==> config.mk <==
export PLATFORM = sky130hd
export DESIGN_NAME = herald_host_seq
export DESIGN_NICKNAME = d
export VERILOG_FILES = /design/src/rtl/herald_host_seq.sv
export SDC_FILE = /design/constraint.sdc
export NUM_CORES = 1
export LEC_CHECK = 0
export CAP_MARGIN = 5
export CORE_MARGIN = 3
export CORE_UTILIZATION = 45
export CTS_CLUSTER_SIZE = 28
export DETAILED_ROUTE_END_ITERATION = 10
export GPL_ROUTABILITY_DRIVEN = 0
export PLACE_DENSITY = 0.82
export RECOVER_POWER = 25
export SLEW_MARGIN = 20
export SYNTH_ARGS = -nofsm -noshare
export SYNTH_HDL_FRONTEND = slang
export SYNTH_SLANG_ARGS = --single-unit
==> constraint.sdc <==
create_clock -name clk -period 3.3 [get_ports clk]
set_input_delay 0.825 -clock clk [delete_from_list [all_inputs] [get_ports clk]]
set_output_delay 0.825 -clock clk [all_outputs]
set_load 0.01 [all_outputs]
==> src/rtl/herald_host_seq.sv <==
// herald_host_seq -- upstream transaction sequencer for the Herald CORDIC
// command wrapper. Takes one parallel request (opcode, arg1, arg2), walks the
// wrapper's byte-wide command bus through SET_OP, LOAD1/LOAD2, START, a fixed
// wait, and four READ/NOP pairs, then presents the assembled 32-bit result.
//
// Ports:
//   clk, rst_n          clock, synchronous active-low reset
//   req_valid/req_ready request handshake; req_opcode, req_arg1, req_arg2
//   cmd_out             registered command bus: [7:5] cmd, [4:2] data, [1:0] idx
//   rd_byte             wrapper byte output, sampled in the capture cycle
//   rsp_valid/rsp_ready response handshake; rsp_data (byte 0 in [7:0])
//   perf_cycles, perf_txn  only when HERALD_SEQ_PERF_EN is defined
//
// Optional feature macro: HERALD_SEQ_PERF_EN adds the accept-to-response cycle
// counter and the completed-transaction counter.
module herald_host_seq #(
  parameter int WAIT_CYCLES = 40,
  parameter int WAIT_W      = 8
) (
  input  logic        clk,
  input  logic        rst_n,
  input  logic        req_valid,
  output logic        req_ready,
  input  logic [2:0]  req_opcode,
  input  logic [31:0] req_arg1,
  input  logic [31:0] req_arg2,
  output logic [7:0]  cmd_out,
  input  logic [7:0]  rd_byte,
  output logic        rsp_valid,
  input  logic        rsp_ready,
  output logic [31:0] rsp_data
`ifdef HERALD_SEQ_PERF_EN
  ,
  output logic [15:0] perf_cycles,
  output logic [15:0] perf_txn
`endif
);

  typedef enum logic [3:0] {
    S_IDLE, S_SETOP, S_LOAD1, S_LOAD2, S_START,
    S_WAIT, S_RD_ISSUE, S_RD_CAP, S_RESP
  } state_t;

  localparam logic [WAIT_W-1:0] WAIT_LAST = WAIT_W'(WAIT_CYCLES - 1);
  localparam logic [WAIT_W-1:0] WAIT_MAX  = '1;

  state_t            state, state_nxt;
  logic [1:0]        idx, idx_nxt;
  logic [WAIT_W-1:0] wcnt, wcnt_nxt;
  logic [2:0]        op, op_nxt;
  logic [31:0]       arg1, arg1_nxt, arg2, arg2_nxt;
  logic              accept;

  assign accept   = req_valid && req_ready;
  assign op_nxt   = accept ? req_opcode : op;
  assign arg1_nxt = accept ? req_arg1   : arg1;
  assign arg2_nxt = accept ? req_arg2   : arg2;

  // Command driven while sitting in state s. cmd_out is loaded from the next
  // state so the command appears in the same cycle as the state itself.
  function automatic logic [7:0] cmd_for(state_t s, logic [1:0] i, logic [2:0] o,
                                         logic [31:0] x1, logic [31:0] x2);
    logic [7:0] c;
    c = 8'h00;
    case (s)
      S_SETOP:    c = {3'd1, 2'b00, o};
      S_LOAD1:    c = {3'd2, x1[{i, 3'b000} +: 3], i};
      S_LOAD2:    c = {3'd3, x2[{i, 3'b000} +: 3], i};
      S_START:    c = 8'h80;
      S_RD_ISSUE: c = {3'd5, 3'd0, i};
      default:    c = 8'h00;
    endcase
    return c;
  endfunction

  always_ff @(posedge clk) begin
    if (!rst_n) state <= S_IDLE;
    else        state <= state_nxt;
  end

  always_comb begin
    state_nxt = state;
    idx_nxt   = idx;
    wcnt_nxt  = wcnt;
    case (state)
      S_IDLE:  if (accept) state_nxt = S_SETOP;
      S_SETOP: begin
        state_nxt = S_LOAD1;
        idx_nxt   = 2'd0;
      end
      S_LOAD1: begin
        if (idx == 2'd3) begin
          idx_nxt = 2'd0;
          // sin_cos takes a single argument, so the second load is skipped
          state_nxt = (op != 3'd0) ? S_LOAD2 : S_START;
        end else idx_nxt = idx + 2'd1;
      end
      S_LOAD2: begin
        if (idx == 2'd3) begin
          idx_nxt   = 2'd0;
          state_nxt = S_START;
        end else idx_nxt = idx + 2'd1;
      end
      S_START: begin
        wcnt_nxt  = '0;
        state_nxt = S_WAIT;
      end
      S_WAIT: begin
        if (wcnt != WAIT_MAX) wcnt_nxt = wcnt + 1'b1;
        if (wcnt == WAIT_LAST) begin
          state_nxt = S_RD_ISSUE;
          idx_nxt   = 2'd0;
        end
      end
      S_RD_ISSUE: state_nxt = S_RD_CAP;
      S_RD_CAP: begin
        // the NOP in this cycle returns the wrapper to idle between reads
        if (idx == 2'd3) state_nxt = S_RESP;
        else begin
          idx_nxt   = idx + 2'd1;
          state_nxt = S_RD_ISSUE;
        end
      end
      S_RESP:  if (rsp_ready) state_nxt = S_IDLE;
      default: state_nxt = S_IDLE;
    endcase
  end

  always_ff @(posedge clk) begin
    if (!rst_n) begin
      idx       <= '0;
      wcnt      <= '0;
      op        <= '0;
      arg1      <= '0;
      arg2      <= '0;
      cmd_out   <= 8'h00;
      req_ready <= 1'b0;
      rsp_valid <= 1'b0;
      rsp_data  <= '0;
    end else begin
      idx       <= idx_nxt;
      wcnt      <= wcnt_nxt;
      op        <= op_nxt;
      arg1      <= arg1_nxt;
      arg2      <= arg2_nxt;
      cmd_out   <= cmd_for(state_nxt, idx_nxt, op_nxt, arg1_nxt, arg2_nxt);
      // registered ready keeps the first cycle after reset release closed
      req_ready <= (state_nxt == S_IDLE);
      rsp_valid <= (state_nxt == S_RESP);
      if (state == S_RD_CAP) rsp_data[{idx, 3'b000} +: 8] <= rd_byte;
    end
  end

`ifdef HERALD_SEQ_PERF_EN
  // perf_cycles counts the accept cycle too, so it equals the accept-to-valid
  // latency and freezes in RESP until the next accept.
  always_ff @(posedge clk) begin
    if (!rst_n) begin
      perf_cycles <= '0;
      perf_txn    <= '0;
    end else begin
      if (accept) perf_cycles <= 16'd1;
      else if (state != S_IDLE && state != S_RESP) perf_cycles <= perf_cycles + 16'd1;
      if (rsp_valid && rsp_ready) perf_txn <= perf_txn + 16'd1;
    end
  end
`else
  // no performance counters in this build
`endif

endmodule

======== Yosys cells after proc, flatten, opt, wreduce, memory -nomap -nowiden ========
Index checks and enable logic that the tools add are counted.
storage, ports and cells
  bits of input ports ..................... 79
  output and inout bits ................... 42
  flip-flop bits (word level) ............. 123
  logic and storage cells ................. 61
cells by class
  mux-type cells .......................... 19
  eq/ne operators ......................... 18
  $add $sub $neg .......................... 3
  shifts and indexed selects .............. 4
  reductions and logical operators ........ 7
operators by type and width
  operator                number
  $mux 32                 2
  $shiftx 32x6->3         2
  $pmux 8 s5              1
  $pmux 4 s9              1
  $bwmux 32               1
  $shift 8x7->32 const A  1
  $shiftx 8x7->32         1
  $eq 4x3->1 const B      6
  $mux 4                  6
  $eq 4x2->1 const B      4
  $pmux 8 s2              1
  $add 8x1->8 const B     1
  $eq 4x1->1 const B      2
  $eq 4x4->1 const B      2
  $eq 8x6->1 const B      1
  $logic_not 4->1         2
  $mux 8                  1
  $ne 8x8->1 const B      1
  $pmux 2 s4              1
  $neg 5->7               1
  $mux 2                  3
  $mux 3                  2
  $reduce_bool 3->1       1
  $add 2x1->2 const B     1
  other kinds (6)         6

======== Longest topological paths before layout ========
  depth in word-level cells ............... 6
  depth in mapped cells ................... 10
  mapped depth without buffers ............ 8

======== Worst setup path after synthesis ========
No wires, ideal clock.
  path type ............................... reg-to-reg
  start ................................... register idx[0]
  end ..................................... register cmd_out[3]
  period minus slack after synthesis ...... 2637 ps
  path slack .............................. 663 ps
  arrival ................................. 2511 ps
  stages on the path, launching flop included .. 11
  setup time .............................. 126 ps
  required time ........................... 3174 ps
  buffers on the path ..................... 2
  cell sequence ........................... dfxtp_1 ha_1 buf_4 and2b_2 a22o_1 a222oi_1 or3_1 buf_6 mux4_1 a22oi_1 a31oi_1
between the ends
  word-level cells in the longest chain between the ends .. 5
  elaborated cells between the ends (all ways) .. 18
  those cells by class .................... 1 x add/sub; 6 x eq/ne; 2 x shift; 9 x mux
ends and longest elaborated chain
  what                                              line  source
  from (decl)                                       48    logic [1:0] idx, idx_nxt;
  from (signal assigned)                            141   idx <= idx_nxt;
  $add 2x1->2 / $eq 2x2->1 (equally long branches)  n/a
  $mux 2 (tied with other cells)                    118   if (idx == 2'd3) state_nxt = S_RESP;
  $pmux 2 s4 / $pmux 4 s9 (equally long branches)   85    case (state)
  $shiftx 32x6->3 (tied with other cells)           68    S_LOAD2: c = {3'd3, x2[{i, 3'b000} +: 3], i};
  $pmux 8 s5 *                                      65    case (s)
  to (signal assigned)                              146   cmd_out <= cmd_for(state_nxt, idx_nxt, op_nxt, arg1_nxt, arg2_nxt);
  to (decl)                                         27    output logic [7:0] cmd_out,
Mark *: on every way between the ends. The rest lies on a longest branch, timed or not.
A chain may end at the register's enable or synchronous reset.

======== Final worst setup path ========
  start ................................... input rsp_ready
  end ..................................... register cmd_out[2]
between the ends
  word-level cells in the longest chain between the ends .. 4
  elaborated cells between the ends (all ways) .. 8
  those cells by class .................... 5 x eq/ne; 3 x mux
ends and longest elaborated chain
  what                                line  source
  from (decl)                         30    input logic rsp_ready,
  $mux 4 *                            124   S_RESP: if (rsp_ready) state_nxt = S_IDLE;
  $pmux 4 s9 *                        85
  $eq 4x3->1 (tied with other cells)  65
  $pmux 8 s5 *                        65
Marks and branches as above.

==> reports/summary.txt <==
Initial antenna violation count = 0
Number of global-route vias before repair = 3476
Final nets = 618
CP Capture Type = register
CTS buffer count = 9
FF-to-FF End = cmd_out[2]
Initial Utilization = 0.469
Largest cells by area after synthesis = dfxtp_1 43%, a21boi_0 12%, nand2_1 9.5%, nand3_1 4.6%, mux4_1 2.7%
Power Density = 416 mW/mm^2
Worst-path maximum fanout = 7
Count of final hold-check violations = 0
Netlist cell types = 54
Critical path depth = 9
Crit path to = cmd_out[2]
Syn Area/Cell = 8.59 um^2
CORE AREA = 0.00834 mm^2
Worst reg2reg startpoint = state[3]
Max IR drop VDD = 0.000249 V
WP buf/inv = 2
CTS tree = yes
Post-CTS Resized = 0
DR pass1 iterations = 5
Remaining antenna violation count = 0
H-tree levels = 3
DR iter-0 viols = 371
Crit path DAT = 3.17 ns
Layout cells sized above 1 = 0.0690
Largest net degree at the start of global routing = 72
Root buf cell = clkbuf_8
Sequential-to-total area share from yosys stat = 0.425
Die height = 99.2 um
Rows = 33
FILL cells = 736
Max cap viols = 0
Least-Margin Pin Slew = 1.11 ns
GRT overflow = 0
Global-route wire length before repair = 16300 um
Delay-heaviest family, CP = simple AND/OR/NAND/NOR gates
Port Buffers = 80
Post-synth top area cell = dfxtp_1
Via density = 5.56
Synth Register Bits = 83
Clock transition at the registers of the reported paths = 0.08 ns
I/O pin total = 121
Routed wire length = 9810 um
Die ar. = 0.00984 mm^2
Tmin final = 2.93 ns
Routed vias = 3564
Critical Path Max Stage Delay = 0.53 ns
Post-synthesis cell count = 455
Critical path type = input port to register
Fin crit share = 0.888
Gr usage total = 0.204
Crit path cell chain = clkdlybuf4s50_1, nor3b_1, a22o_1, or2b_2, or3_1, o211a_1, nor4_1, buf_4, o22ai_1
Placed Instances = 625
Worst hold path class = register to register
Synth cell count leaders = 99 x nand2_1, 83 x dfxtp_1, 61 x a21boi_0
RSZ-0062 raised after global routing = no
R2R cell count = 8
Placed cell area = 0.00480 mm^2
Setup violators final = 0
Status = finished, final reports clean
Wire length per cell = 15.3 um
Synth top area share = 0.425
Hpwl dp = 6850 um
CP max-delay cell = or3_1
Postcts setup bufs = 0
Max Clock Skew = 0.00753 ns
Top-count cell post-synth = nand2_1
Diodes inserted = 0
Syn_nets = 542
Yosys Warn Count = 0
Setup TNS = 0 ns
Reg2Reg Setup Slack = 0.39 ns
P&R area growth vs syn = 28.1%
Clock Path Buffers = 2
Slew margin rel. = 0.258
Clk Latency, worst-skew pair = 0.36 ns
Finished Cell Area = 0.00501 mm^2
CTS sink count = 83
Mapped Area = 0.00391 mm^2
CP required = 3.54 ns
Most frequently used flop master after synthesis = dfxtp_1
Post-CTS Hold Buffers = 0
Post-Layout Cell Count = 641
Fmax = 341 MHz
Asr flop ratio synth = 0
Critical Path Source = rsp_ready
Die Wd = 99.2 um
Max Slew Vio Count = 0
Lkg Pwr = 1.78 nW
Post-synth EDFFs = 0
Setup crit start kind = input port
Post-route DRC violation count = 0
[flip-flops by register name (all words and copies together) (netlist names)]
signal     flops
arg1          12
arg2          12
cmd_out        8
idx            2
op             3
req_ready      1
rsp_data      32
rsp_valid      1
state          4
wcnt           8
[layer usage]
layer | share of wire | up-vias | GRT usage
met4 | 0.024 | 0 | 0.0945
met2 | 0.49 | 138 | 0.343
met1 | 0.42 | 1647 | 0.254
li1 | - | 1753 | -
met5 | 0 | - | 0
met3 | 0.064 | 26 | 0.0372
[power breakdown]
group          switching, W  internal [W]  total [W]
sequential        0.0000135       0.00102    0.00104
combinational      0.000117      0.000112   0.000229
clock              0.000386      0.000431   0.000817
total              0.000516       0.00157    0.00208
[placed cells by master, fill, tap and decap left out, types with 6 or more instances in the layout]
master	count
a211oi_1	6
ha_1	8
a21oi_1	12
nor3b_1	7
dfxtp_1	83
nand2_1	99
clkdlybuf4s50_1	78
a21boi_0	61
a22oi_1	6
clkbuf_8	9
and2_1	11
nand3_1	36
o21ai_0	10
buf_4	10
nor2_1	17
[cells by family after synthesis]
family	after synthesis	share of synthesized area
multiplexers	4	0.0269
AND/OR/NAND/NOR	207	0.254
flip-flops	83	0.425
XOR/XNOR	4	0.00896
adder cells (fa/ha/maj)	8	0.0256
AO/OA/AOI/OAI	118	0.219
buffers and inverters	31	0.0400
[worst min path at each step]
stage,start,endpoint,slack (ns),depth (start not counted)
final,arg2[2],arg2[2],0.47,2
after global routing,arg2[10],arg2[10],0.50,2
after CTS,arg2[2],arg2[2],0.47,2
after detailed placement,arg2[2],arg2[2],0.46,2
after global placement,arg1[2],arg1[2],0.44,2
after floorplan,arg1[10],arg1[10],0.44,2
[tightest hold or removal path: stages, from the launching register on]
cell and delay, ns:
dfxtp_1 0.31, nand2_1 0.04, a21boi_0 0.06
[metrics by stage]
step,hold WS (ns),setup slack [ns],utilization,total power (W)
after CTS,0.467,0.398,0.602,0.00210
after global routing,0.499,0.247,0.600,0.00216
after global placement,0.444,0.0407,0.575,0.00128
after floorplan,0.439,0.663,-,0.00119
after detailed placement,0.455,0.0242,0.575,0.00129
final,0.466,0.371,0.600,0.00208
[layout make-up]
class                           count  area [um^2]  area share
Inverter                            5         18.8     0.00375
Clock inverter                      7          100      0.0200
Clock buffer                        9          124      0.0247
Tap cell                          105          131      0.0262
Multi-Input combinational cell    341         2090       0.418
Timing Repair Buffer               91          881       0.176
Sequential cell                    83         1660       0.332
Power figures use the tool's default switching activity.
